--- src/rtl/fetch_stage.sv ---
// rtl/fetch_stage.sv - instruction fetch: PC, sync ROM drive, stall hold, redirect kill
// Optional halt-opcode stop is built when FETCH_HALT_EN is defined.
module fetch_stage #(
    parameter int              PC_W        = 16,
    parameter int              INSTR_W     = 16,
    parameter logic [PC_W-1:0] RESET_PC    = '0,
    parameter logic [3:0]      HALT_OPCODE = 4'hF
) (
    input  logic               clk,
    input  logic               rst_n,
    output logic [PC_W-1:0]    rom_addr_o,
    input  logic [INSTR_W-1:0] rom_data_i,
    input  logic               stall_i,
    input  logic               redirect_i,
    input  logic [PC_W-1:0]    redirect_pc_i,
    output logic [INSTR_W-1:0] instr_o,
    output logic [PC_W-1:0]    pc_o,
    output logic               valid_o,
    output logic               halted_o
);

    typedef enum logic [1:0] {
        FILL   = 2'd0,
        RUN    = 2'd1,
        HALTED = 2'd2
    } state_t;

    state_t              state_q, state_d;
    logic [PC_W-1:0]     pc_q, pc_d;
    logic [PC_W-1:0]     fpc_q, fpc_d;
    logic                fvalid_q, fvalid_d;
    logic                stalled_q, stalled_d;
    logic [INSTR_W-1:0]  hold_q, hold_d;

    logic advance;
    logic hold_stall;
    logic halt_hit;

    assign rom_addr_o = pc_q;
    // The ROM moves on to pc_q while stalled, so the in-flight word is kept in hold_q.
    assign instr_o    = stalled_q ? hold_q : rom_data_i;
    assign pc_o       = fpc_q;
    assign valid_o    = fvalid_q & ~redirect_i;

    assign advance    = ~redirect_i & ~(stall_i & fvalid_q) & (state_q != HALTED);
    assign hold_stall = stall_i & fvalid_q & ~redirect_i;

`ifdef FETCH_HALT_EN
    // The halt instruction leaves this cycle; the fetch behind it is dropped.
    assign halt_hit = (state_q == RUN) & advance & valid_o
                    & (instr_o[INSTR_W-1 -: 4] == HALT_OPCODE);
    assign halted_o = (state_q == HALTED);
`else
    assign halt_hit = 1'b0;
    assign halted_o = 1'b0;
`endif

    always_comb begin
        pc_d      = pc_q;
        fpc_d     = fpc_q;
        fvalid_d  = fvalid_q;
        stalled_d = stalled_q;
        hold_d    = hold_q;
        state_d   = state_q;
        if (redirect_i) begin
            pc_d      = redirect_pc_i;
            fvalid_d  = 1'b0;
            stalled_d = 1'b0;
            state_d   = FILL;
        end else if (halt_hit) begin
            fvalid_d  = 1'b0;
            stalled_d = 1'b0;
            state_d   = HALTED;
        end else if (advance) begin
            fpc_d     = pc_q;
            pc_d      = pc_q + 1'b1;
            fvalid_d  = 1'b1;
            stalled_d = 1'b0;
            if (state_q == FILL) begin
                state_d = RUN;
            end
        end else if (hold_stall) begin
            if (!stalled_q) begin
                hold_d = rom_data_i;
            end
            stalled_d = 1'b1;
        end else if (state_q == HALTED) begin
            fvalid_d = 1'b0;
        end
    end

    always_ff @(posedge clk or negedge rst_n) begin
        if (!rst_n) begin
            state_q   <= FILL;
            pc_q      <= RESET_PC;
            fpc_q     <= '0;
            fvalid_q  <= 1'b0;
            stalled_q <= 1'b0;
            hold_q    <= '0;
        end else begin
            state_q   <= state_d;
            pc_q      <= pc_d;
            fpc_q     <= fpc_d;
            fvalid_q  <= fvalid_d;
            stalled_q <= stalled_d;
            hold_q    <= hold_d;
        end
    end

endmodule

--- config.mk ---
export PLATFORM = sky130hd
export DESIGN_NAME = fetch_stage
export DESIGN_NICKNAME = d
export VERILOG_FILES = /design/src/rtl/fetch_stage.sv
export SDC_FILE = /design/constraint.sdc
export NUM_CORES = 1
export LEC_CHECK = 0
export CAP_MARGIN = 20
export CORE_MARGIN = 1.5
export CORE_UTILIZATION = 40
export CTS_CLUSTER_DIAMETER = 50
export CTS_CLUSTER_SIZE = 25
export DETAILED_ROUTE_END_ITERATION = 8
export PLACE_DENSITY_LB_ADDON = 0.05
export SKIP_LAST_GASP = 1
export SLEW_MARGIN = 20
export SYNTH_ARGS = -nofsm -noshare
export SYNTH_HDL_FRONTEND = slang
export SYNTH_SLANG_ARGS = --single-unit
--- constraint.sdc ---
create_clock -name clk -period 1.5 [get_ports clk]
set_clock_uncertainty 0.05 [all_clocks]
set_input_delay 0.225 -clock clk [delete_from_list [all_inputs] [get_ports clk]]
set_output_delay 0.225 -clock clk [all_outputs]
set_load 0.02 [all_outputs]
==> summary.txt, run 1 <==
Run status
  • Status: complete, but fails checks
  • Failing checks: negative setup slack

Layout
  • Most frequent cells in the layout: 39 x dfrtp_1, 33 x clkdlybuf4s50_1, 32 x mux2_2
  • Commonest non-fill, non-tap cell in the layout: dfrtp_1
  • Final net count: 346
  • Antenna Cells: 0
  • Layout cell share with drive strength beyond 1: 41.9%
  • Fin area: 0.00382 mm^2
  • Area growth, synth to finish: 61.8%

Global route
  • Initial antenna violation count: 0
  • First-pass GRT wire length: 9090 um
  • Final global-route overflow total: 0
  • Largest net degree at the start of global routing: 36
  • Vias in the first global route: 1849
  • Gr usage total: 18.6%

Clock tree
  • Clk Latency, worst-skew pair: 300 ps
  • Clock Path Buffers: 2
  • Clk sinks: 50
  • CTS root buffer: clkbuf_8
  • CTS tree: yes
  • Worst-path clk slew: 100 ps
  • H-tree Lvls: 2
  • Num CTS Buffers: 5

Synth
  • Net Count, Synth: 232
  • Synthesized cell area: 0.00236 mm^2
  • Post-synthesis cell count: 195
  • Seq/Total Area, Yosys: 53.0%
  • Avg Inst Size Synth: 12.1 um^2
  • Flops & latches, synth: 50
  • Warnings, synthesis: 0
  • Distinct cells, synth: 33

Detailed routing
  • # DRC: 0
  • Final wirelength: 5890 um
  • Met2 WL: 2770 um
  • Drt wl/cell: 15.4 um
  • 1st-pass router iterations: 4
  • Vias/cell: 5.02
  • WL met1: 2750 um
  • DRT iter0 DRCs: 52
  • Post-route ant nets: 0
  • Top sig layer: met4
  • Vias after detailed routing: 1918
  • Met3 routed WL: 309 um

Die
  • Die footprint: 0.00637 mm^2
  • Core ar.: 0.00561 mm^2
  • Row Count: 27
  • Die width: 79.8 um
  • Number of top-level pins: 86
  • Die H: 79.8 um
  • Initial Utilization: 42.1%

Timing
  • Final Max Slew Viols: 0
  • Crit path time final: 1640 ps
  • Endpoints failing setup: 16
  • Achievable Freq: 610 MHz
  • Final Hold Viols: 0
  • Final TNS setup: -2110 ps
  • Period utilisation layout: 109%
  • RSZ-0062 raised after global routing: true
  • Setup ws final: -138 ps

Critical path
  • CP required: 1220 ps
  • CP max-delay cell: dfrtp_2
  • WP data arrival: 1360 ps
  • Crit path max fanout: 6
  • Most common cell on crit path: buf_6
  • CP max stage delay: 450 ps
  • Worst setup EP type: output pin
  • Ordered cell list for the critical path: buf_6 > mux2_4 > buf_6
  • Setup CP Type: register to output pin
  • CP startpoint kind: register

Place
  • Final HPWL DP: 4060 um
  • Placed instance area: 0.00349 mm^2
  • Routability cong.: 0.789
  • I/O Buffers: 84

Min path
  • Hold Crit Class: input pin to async pin

Power
  • Total power: 3840 uW
  • Max VDD drop: 0.632 mV
  • Leakage: 0.00168 uW
  • PwrDens: 1010 mW/mm^2

Flow run
  • Max cap viols: 0
-- flip-flops by register name, summed over array words and instances (netlist names) --
name	cells
rom_addr_o	16
stalled_q	1
hold_q	16
pc_o	16
fvalid_q	1
-- cell families (layout without fill, tap and decap cells) --
| logic type | after synthesis | in the layout | synth area share, % |
|---|---|---|---|
| other cells | 1 | 1 | 0.159 |
| mux | 49 | 49 | 23.3 |
| buf+inv | 11 | 126 | 2.39 |
| xor+xnor | 10 | 10 | 3.71 |
| fa+ha+maj | 1 | 1 | 0.530 |
| flops | 50 | 50 | 53.0 |
| compound gates | 22 | 22 | 5.14 |
| simple gates | 51 | 51 | 11.7 |
-- Yosys cell counts --
cell type	number	area [um^2]
nand3_1	7	35.0
a21boi_0	1	7.51
or3_2	2	15.0
a31oi_1	5	31.3
buf_4	1	7.51
or4_1	1	7.51
and4_1	1	8.76
xnor2_1	4	35.0
and3_2	1	7.51
o21ai_0	15	75.1
o31ai_1	1	7.51
mux2i_1	1	10.0
nand4_1	3	18.8
nand4_4	1	21.3
mux2_2	48	541
buf_2	3	15.0
nand2_2	1	6.26
and3_1	1	6.26
clkbuf_1	4	15.0
buf_6	1	11.3
dfrtp_1	50	1250
nor2_1	6	22.5
xor2_1	6	52.6
ha_1	1	12.5
nand2_1	18	67.6
and2_1	3	18.8
nor2b_1	1	6.26
conb_1	1	3.75
and4_4	1	11.3
inv_1	2	7.51
nor3_1	1	5.00
nor4_1	1	6.26
or3_1	2	12.5
-- worst paths after layout --
| path | slack, ps | end | from | cells past startpoint |
|---|---|---|---|---|
| worst min register to register | 460 | pc_o[13]$_DFFE_PN0P_ | pc_o[13]$_DFFE_PN0P_ | 1 |
| worst min-delay path | 300 | hold_q[15]$_DFFE_PN0P_ | rst_n | 2 |
| max in group asynchronous | 560 | rom_addr_o[3]$_DFFE_PN0N_ | rst_n | 3 |
| worst max-delay path | -140 | instr_o[2] | stalled_q$_DFFE_PN0P_ | 3 |
| worst max register to register | 30 | rom_addr_o[15]$_DFFE_PN0N_ | rom_addr_o[10]$_DFFE_PN0N_ | 4 |
| min in group clk | 430 | rom_addr_o[8]$_DFFE_PN0N_ | redirect_pc_i[8] | 3 |
-- metal layers --
metal / up-vias / GRT usage (%)
li1: 918 / -
met4: 0 / 4.66
met1: 943 / 25.4
met2: 51 / 29.5
met5: - / 0
met3: 6 / 4.57
-- area by class of cell --
type                       instances  area (um^2)
sequential                        50         1260
multi-input combinational        134         1180
clock inverter                     2         37.5
fill                             492         1790
tap                               72         90.1
timing repair buffer             116         1160
inverter                           2         7.51
clock buffer                       6         72.6
-- critical path, delay by kind of cell, from the launching register on --
family   cells  cell delay, ps
buf+inv      2             290
mux          1             310
flops        1             450
-- per-stage QoR --
stage                     hold slack (ps)  worst slack, ps  util [%]  std cells
after floorplan                      -121            -31.6         -        195
after global placement                112             -252      62.3        366
after detailed placement              116             -284      62.3        366
after CTS                             313             -200      64.2        376
after global routing                  346             -178      68.1        382
final                                 304             -138      68.1        382
-- where the power goes --
part | switching [uW] | total [uW] | internal (uW)
clock network | 448 | 946 | 498
logic | 551 | 1190 | 636
registers | 132 | 1710 | 1570
-- timing repair --
item,in CTS,in global routing
pin swaps,1,7
hold buffers,1,0
hold endpoints to repair,15,0
endpoints found under the setup margin,50,44
gates resized for setup,129,40
buffers inserted,0,4
gates cloned,1,2
Power figures use the tool's default switching activity.
==> run 2: changes to the inputs <==
--- a/config.mk
+++ b/config.mk
@@ -7,7 +7,7 @@
 export LEC_CHECK = 0
 export CAP_MARGIN = 20
 export CORE_MARGIN = 1.5
-export CORE_UTILIZATION = 40
+export CORE_UTILIZATION = 48
 export CTS_CLUSTER_DIAMETER = 50
 export CTS_CLUSTER_SIZE = 25
 export DETAILED_ROUTE_END_ITERATION = 8
==> constraint.sdc (replaced) <==
create_clock -name clk -period 1.9 [get_ports clk]
set_clock_uncertainty 0.05 [all_clocks]
set_input_delay 0.285 -clock clk [delete_from_list [all_inputs] [get_ports clk]]
set_output_delay 0.285 -clock clk [all_outputs]
set_load 0.02 [all_outputs]
==> run 2 against run 1 <==
The run now ends clean. Core utilization increased by 5.2 points. Die area is 16% lower. Largest cell class unchanged. Combinational power down 29%. Register-to-register slack better by 190 ps. Via count shrank 4.6%.
==> summary.txt, run 2 (synthesis gave the netlist of run 1 again) <==
Power
  • Total power: 2830 uW
  • Max VDD drop: 0.510 mV
  • PwrDens: 818 mW/mm^2
  • Sequential fraction of design power: 47.7%
  • Sw Ratio: 29.4%
  • Internal Pwr Total: 2000 uW
  • Combinational share of power: 30.0%
  • Leakage: 0.00145 uW
  • Clock share of power: 22.2%
  • Net Switching: 832 uW

Timing
  • WHS: 452 ps
  • RSZ-0062 raised after global routing: false
  • Achievable Freq: 545 MHz
  • Period utilisation layout: 96.6%
  • Endpoints failing setup: 0
  • Final TNS setup: 0 ps
  • Crit path time final: 1840 ps
  • Worst slew pin tran: 523 ps
  • Final Max Slew Viols: 0
  • Final Hold Viols: 0
  • Slew margin rel.: 65.1%

Die
  • Die footprint: 0.00535 mm^2
  • Die H: 73.1 um
  • Row Count: 25
  • Die width: 73.1 um
  • Number of top-level pins: 86
  • Initial Utilization: 50.0%
  • Core ar.: 0.00472 mm^2

Detailed routing
  • Vias/cell: 5.07
  • 1st-pass router iterations: 3
  • Post-route ant nets: 0
  • Drt wl/cell: 14.0 um
  • DRT iter0 DRCs: 75
  • Vias after detailed routing: 1829
  • # DRC: 0
  • Final wirelength: 5050 um

Global route
  • First-pass GRT wire length: 8310 um
  • Largest net degree at the start of global routing: 31
  • Final global-route overflow total: 0
  • Initial antenna violation count: 0
  • Gr usage total: 20.1%
  • Vias in the first global route: 1800

Critical path
  • Worst setup EP type: output pin
  • Crit path max fanout: 16
  • WP data arrival: 1500 ps
  • CP startpoint kind: register
  • Setup CP Type: register to output pin
  • CP required: 1560 ps

Place
  • Dpl cells: 352
  • Routability cong.: 0.767
  • Placed instance area: 0.00338 mm^2
  • Final HPWL DP: 3770 um
  • I/O Buffers: 84

Layout
  • Reg area: 0.00125 mm^2
  • Fillers: 353
  • Most frequent cells in the layout: 66 x clkdlybuf4s50_1, 50 x dfrtp_1, 48 x mux2_2
  • Layout cell share with drive strength beyond 1: 26.2%
  • Final net count: 330
  • Multi-input logic area: 0.00105 mm^2
  • Commonest non-fill, non-tap cell in the layout: clkdlybuf4s50_1
  • Final Non-Filler Cells: 361
  • Antenna Cells: 0
  • Fin area: 0.00346 mm^2
  • Area growth, synth to finish: 46.7%

Clock tree
  • Clk sinks: 50
  • Num CTS Buffers: 5
  • CTS tree: yes
  • Worst-path clk slew: 90 ps
  • Clock Path Buffers: 2
  • H-tree Lvls: 2
  • Clk Latency, worst-skew pair: 300 ps
  • CTS root buffer: clkbuf_8

Min path
  • Hold Crit Class: input pin to async pin

Run status
  • Status: complete, no violations

Flow run
  • Max cap viols: 0
run 2: changes by cell type in the layout (fill, tap and decap cells not counted), moves of 11 or more:
cell / delta
clkdlybuf4s50_1: +33
buf_6: -20
mux2_2: +16
mux2_4: -16
dlygate4sd2_1: -14
dfrtp_1: +11
dfrtp_2: -11
run 2: stage by stage:
| stage | setup slack (ps) | util (%) |
|---|---|---|
| global route | 12.1 | 73.3 |
| floorplan | 173 | - |
| detailed placement | 12.5 | 71.6 |
| global placement | -2.78 | 71.6 |
| finish | 64.5 | 73.3 |
| CTS | 43.4 | 73.3 |
run 2: path summary, 6_finish.rpt:
check	from	to	slack, ps	depth (start not counted)
min in group clk	hold_q[12]$_DFFE_PN0P_	hold_q[12]$_DFFE_PN0P_	450	1
hold reg to reg	hold_q[12]$_DFFE_PN0P_	hold_q[12]$_DFFE_PN0P_	450	1
setup reg to reg	rom_addr_o[6]$_DFFE_PN0N_	rom_addr_o[14]$_DFFE_PN0N_	220	4
setup / recovery	stalled_q$_DFFE_PN0P_	instr_o[9]	60	3
max in group asynchronous	rst_n	hold_q[2]$_DFFE_PN0P_	810	3
hold / removal	rst_n	rom_addr_o[12]$_DFFE_PN0N_	450	2
run 2: routing by layer:
layer	track usage (%)	part of all wire [%]	vias up	wire length (um)
met2	34.0	50	54	2500
met3	5.66	5.8	4	294
met4	5.03	0.59	0	30
met5	0	0	-	0
li1	-	-	882	-
met1	25.3	44	889	2220
run 2: power groups by stage:
stage          Clock [uW]  Combinational [uW]  Sequential, uW
5_1_grt               688                 914            1380
2_1_floorplan           0                 322            1480
3_3_place_gp            0                 864            1360
3_5_place_dp            0                 881            1370
6_report              630                 849            1350
4_1_cts               649                 861            1350
run 2: timing repair:
action | CTS | global route
hold buffers | 1 | 0
setup endpoints to repair | 17 | 0
buffers inserted | 0 | 0
hold endpoints to repair | 20 | 0
resized for setup | 17 | 0
run 2: final cells by class:
| cell class | instances | share of cell area, % |
|---|---|---|
| well taps | 67 | 2.42 |
| multi-input cells | 134 | 30.4 |
| clock inverters | 1 | 0.145 |
| repair buffers | 100 | 28.2 |
| flip-flops and latches | 50 | 36.2 |
| inverters | 2 | 0.217 |
| clock buffers | 7 | 2.49 |
run 2: critical path, cell delays in order (launching register included):
cell	delay, ps
dfrtp_1	380
buf_12	160
mux2_2	350
dlygate4sd2_1	330
==> run 3: changes to the inputs <==
--- a/config.mk
+++ b/config.mk
@@ -7,12 +7,11 @@
 export LEC_CHECK = 0
 export CAP_MARGIN = 20
 export CORE_MARGIN = 1.5
-export CORE_UTILIZATION = 48
+export CORE_UTILIZATION = 44
 export CTS_CLUSTER_DIAMETER = 50
 export CTS_CLUSTER_SIZE = 25
 export DETAILED_ROUTE_END_ITERATION = 8
 export PLACE_DENSITY_LB_ADDON = 0.05
-export SKIP_LAST_GASP = 1
 export SLEW_MARGIN = 20
 export SYNTH_ARGS = -nofsm -noshare
 export SYNTH_HDL_FRONTEND = slang
==> constraint.sdc (replaced) <==
create_clock -name clk -period 2.1 [get_ports clk]
set_clock_uncertainty 0.05 [all_clocks]
set_input_delay 0.315 -clock clk [delete_from_list [all_inputs] [get_ports clk]]
set_output_delay 0.315 -clock clk [all_outputs]
set_load 0.02 [all_outputs]
==> run 3 against run 2 <==
Largest power group unchanged. Global-route usage is 1.3 points lower. Critical path type unchanged. Core utilization is 6.6 points lower. Design area is 0.98% lower. First-iteration DRC count is 40% lower. Count of clock-buffer cells in the layout is 1 lower. Hold slack better by 6.1 ps. Critical endpoint is now instr_o[15]. Critical path depth is 1 lower. Total power is 9.2% lower.
==> summary.txt, run 3 (synthesis gave the netlist of run 1 again) <==
Die
  • Core ar.: 0.00514 mm^2
  • Number of top-level pins: 86
  • Die H: 76.2 um
  • Initial Utilization: 45.9%
  • Die width: 76.2 um
  • Die footprint: 0.00581 mm^2
  • Row Count: 26

Global route
  • Largest net degree at the start of global routing: 29
  • Initial antenna violation count: 0
  • First-pass GRT wire length: 8630 um
  • Gr usage total: 18.8%
  • Final global-route overflow total: 0
  • Vias in the first global route: 1731

Critical path
  • CP max-delay cell: clkdlybuf4s50_1
  • Ordered cell list for the critical path: mux2_2 > clkdlybuf4s50_1
  • Reg-to-reg slack, setup: 350 ps
  • CP startpoint kind: register
  • Reg2Reg Capture Point: rom_addr_o[14]$_DFFE_PN0N_
  • CP max stage delay: 550 ps
  • R2r startpoint: rom_addr_o[5]$_DFFE_PN0N_
  • Reg2reg path depth: 4
  • CP top delay family: buffers and inverters
  • WP data arrival: 1650 ps
  • Crit path buf inv count: 1
  • Worst setup EP type: output pin
  • Crit path max fanout: 3
  • Setup CP Type: register to output pin
  • CP required: 1740 ps

Layout
  • Most frequent cells in the layout: 69 x clkdlybuf4s50_1, 50 x dfrtp_1, 48 x mux2_2
  • Final Non-Filler Cells: 358
  • Area growth, synth to finish: 45.2%
  • Antenna Cells: 0
  • Layout cell share with drive strength beyond 1: 25.0%
  • Final net count: 324
  • Utilization after layout: 66.7%
  • Commonest non-fill, non-tap cell in the layout: clkdlybuf4s50_1

Timing
  • Worst slew pin tran: 556 ps
  • Period utilisation layout: 95.8%
  • RSZ-0062 raised after global routing: false
  • Final Max Slew Viols: 0
  • Setup ws final: 88.8 ps
  • Final TNS setup: 0 ps
  • Achievable Freq: 497 MHz
  • Crit path time final: 2010 ps
  • Endpoints failing setup: 0
  • Slew margin rel.: 62.9%
  • Final Hold Viols: 0

Run status
  • Status: complete, no violations

Detailed routing
  • # DRC: 0
  • Vias after detailed routing: 1793
  • 1st-pass router iterations: 4
  • Post-route ant nets: 0
  • Vias/cell: 5.01
  • DRT iter0 DRCs: 45
  • Drt wl/cell: 14.6 um
  • Final wirelength: 5210 um

Place
  • Routability cong.: 0.770
  • I/O Buffers: 84
  • Final HPWL DP: 3830 um
  • Dpl cells: 349
  • Post-Place Setup Slack: 165 ps

Power
  • Combinational share of power: 29.4%
  • Sequential fraction of design power: 47.8%
  • Sw Ratio: 29.9%
  • Net Switching: 770 uW
  • Clock share of power: 22.9%
  • PwrDens: 750 mW/mm^2
  • Total power: 2570 uW
  • Max VDD drop: 0.378 mV
  • Leakage: 0.00141 uW
  • Internal Pwr Total: 1800 uW

Clock tree
  • CTS tree: yes
  • Clock Path Buffers: 2
  • Num CTS Buffers: 5
  • Worst-path clk slew: 90 ps
  • Postcts setup bufs: 0
  • H-tree Lvls: 2
  • Clk sinks: 50
  • CTS root buffer: clkbuf_8
  • Clk Latency, worst-skew pair: 310 ps

Min path
  • Worst Hold End: hold_q[12]$_DFFE_PN0P_
  • Hold Crit Class: register to register
  • Hold_sp: hold_q[12]$_DFFE_PN0P_
  • Hold Crit Depth: 1

Flow run
  • Max cap viols: 0
## run 3: final cells by class
class | count | area [um^2]
fillers | 455 | 1710
clock inverters | 2 | 12.5
inverters | 2 | 7.51
repair buffers | 94 | 933
multi-input cells | 134 | 1050
well taps | 70 | 87.6
clock buffers | 6 | 82.6
flip-flops and latches | 50 | 1250
## run 3: worst max-delay path by stage
stage / cells after the start / from / slack (ps) / to
finish: 2 / stalled_q$_DFFE_PN0P_ / 90 / instr_o[15]
detailed placement: 3 / redirect_i / 160 / valid_o
CTS: 2 / stalled_q$_DFFE_PN0P_ / 70 / instr_o[15]
global route: 2 / stalled_q$_DFFE_PN0P_ / 40 / instr_o[15]
floorplan: 5 / redirect_i / 340 / hold_q[10]$_DFFE_PN0P_
global placement: 3 / redirect_i / 170 / valid_o
## run 3: metrics by stage
step           hold slack, ps  area, um^2
2_1_floorplan           -30.6        2360
3_3_place_gp              288        3340
3_5_place_dp              286        3340
4_1_cts                   460        3430
5_1_grt                   468        3430
6_report                  458        3430
## run 3: routing by layer
| layer | part of all wire (%) | up-vias | global-route usage, % |
|---|---|---|---|
| met5 | 0 | - | 0 |
| met4 | 1.3 | 0 | 6.11 |
| met3 | 5.6 | 6 | 5.15 |
| met2 | 49 | 51 | 30.8 |
| met1 | 44 | 865 | 24.1 |
| li1 | - | 871 | - |
## run 3: power by group through the flow
stage / logic (uW) / registers [uW] / clock network, uW
detailed placement: 779 / 1250 / 0
global route: 809 / 1250 / 648
finish: 754 / 1230 / 588
CTS: 765 / 1230 / 604
global placement: 767 / 1240 / 0
floorplan: 291 / 1340 / 0
## run 3: repair_timing
| action | in CTS | in global routing |
|---|---|---|
| hold buffers | 1 | 0 |
| endpoints found under the hold margin | 22 | 0 |
| setup endpoints to repair | 14 | 0 |
| gates resized for setup | 14 | 0 |
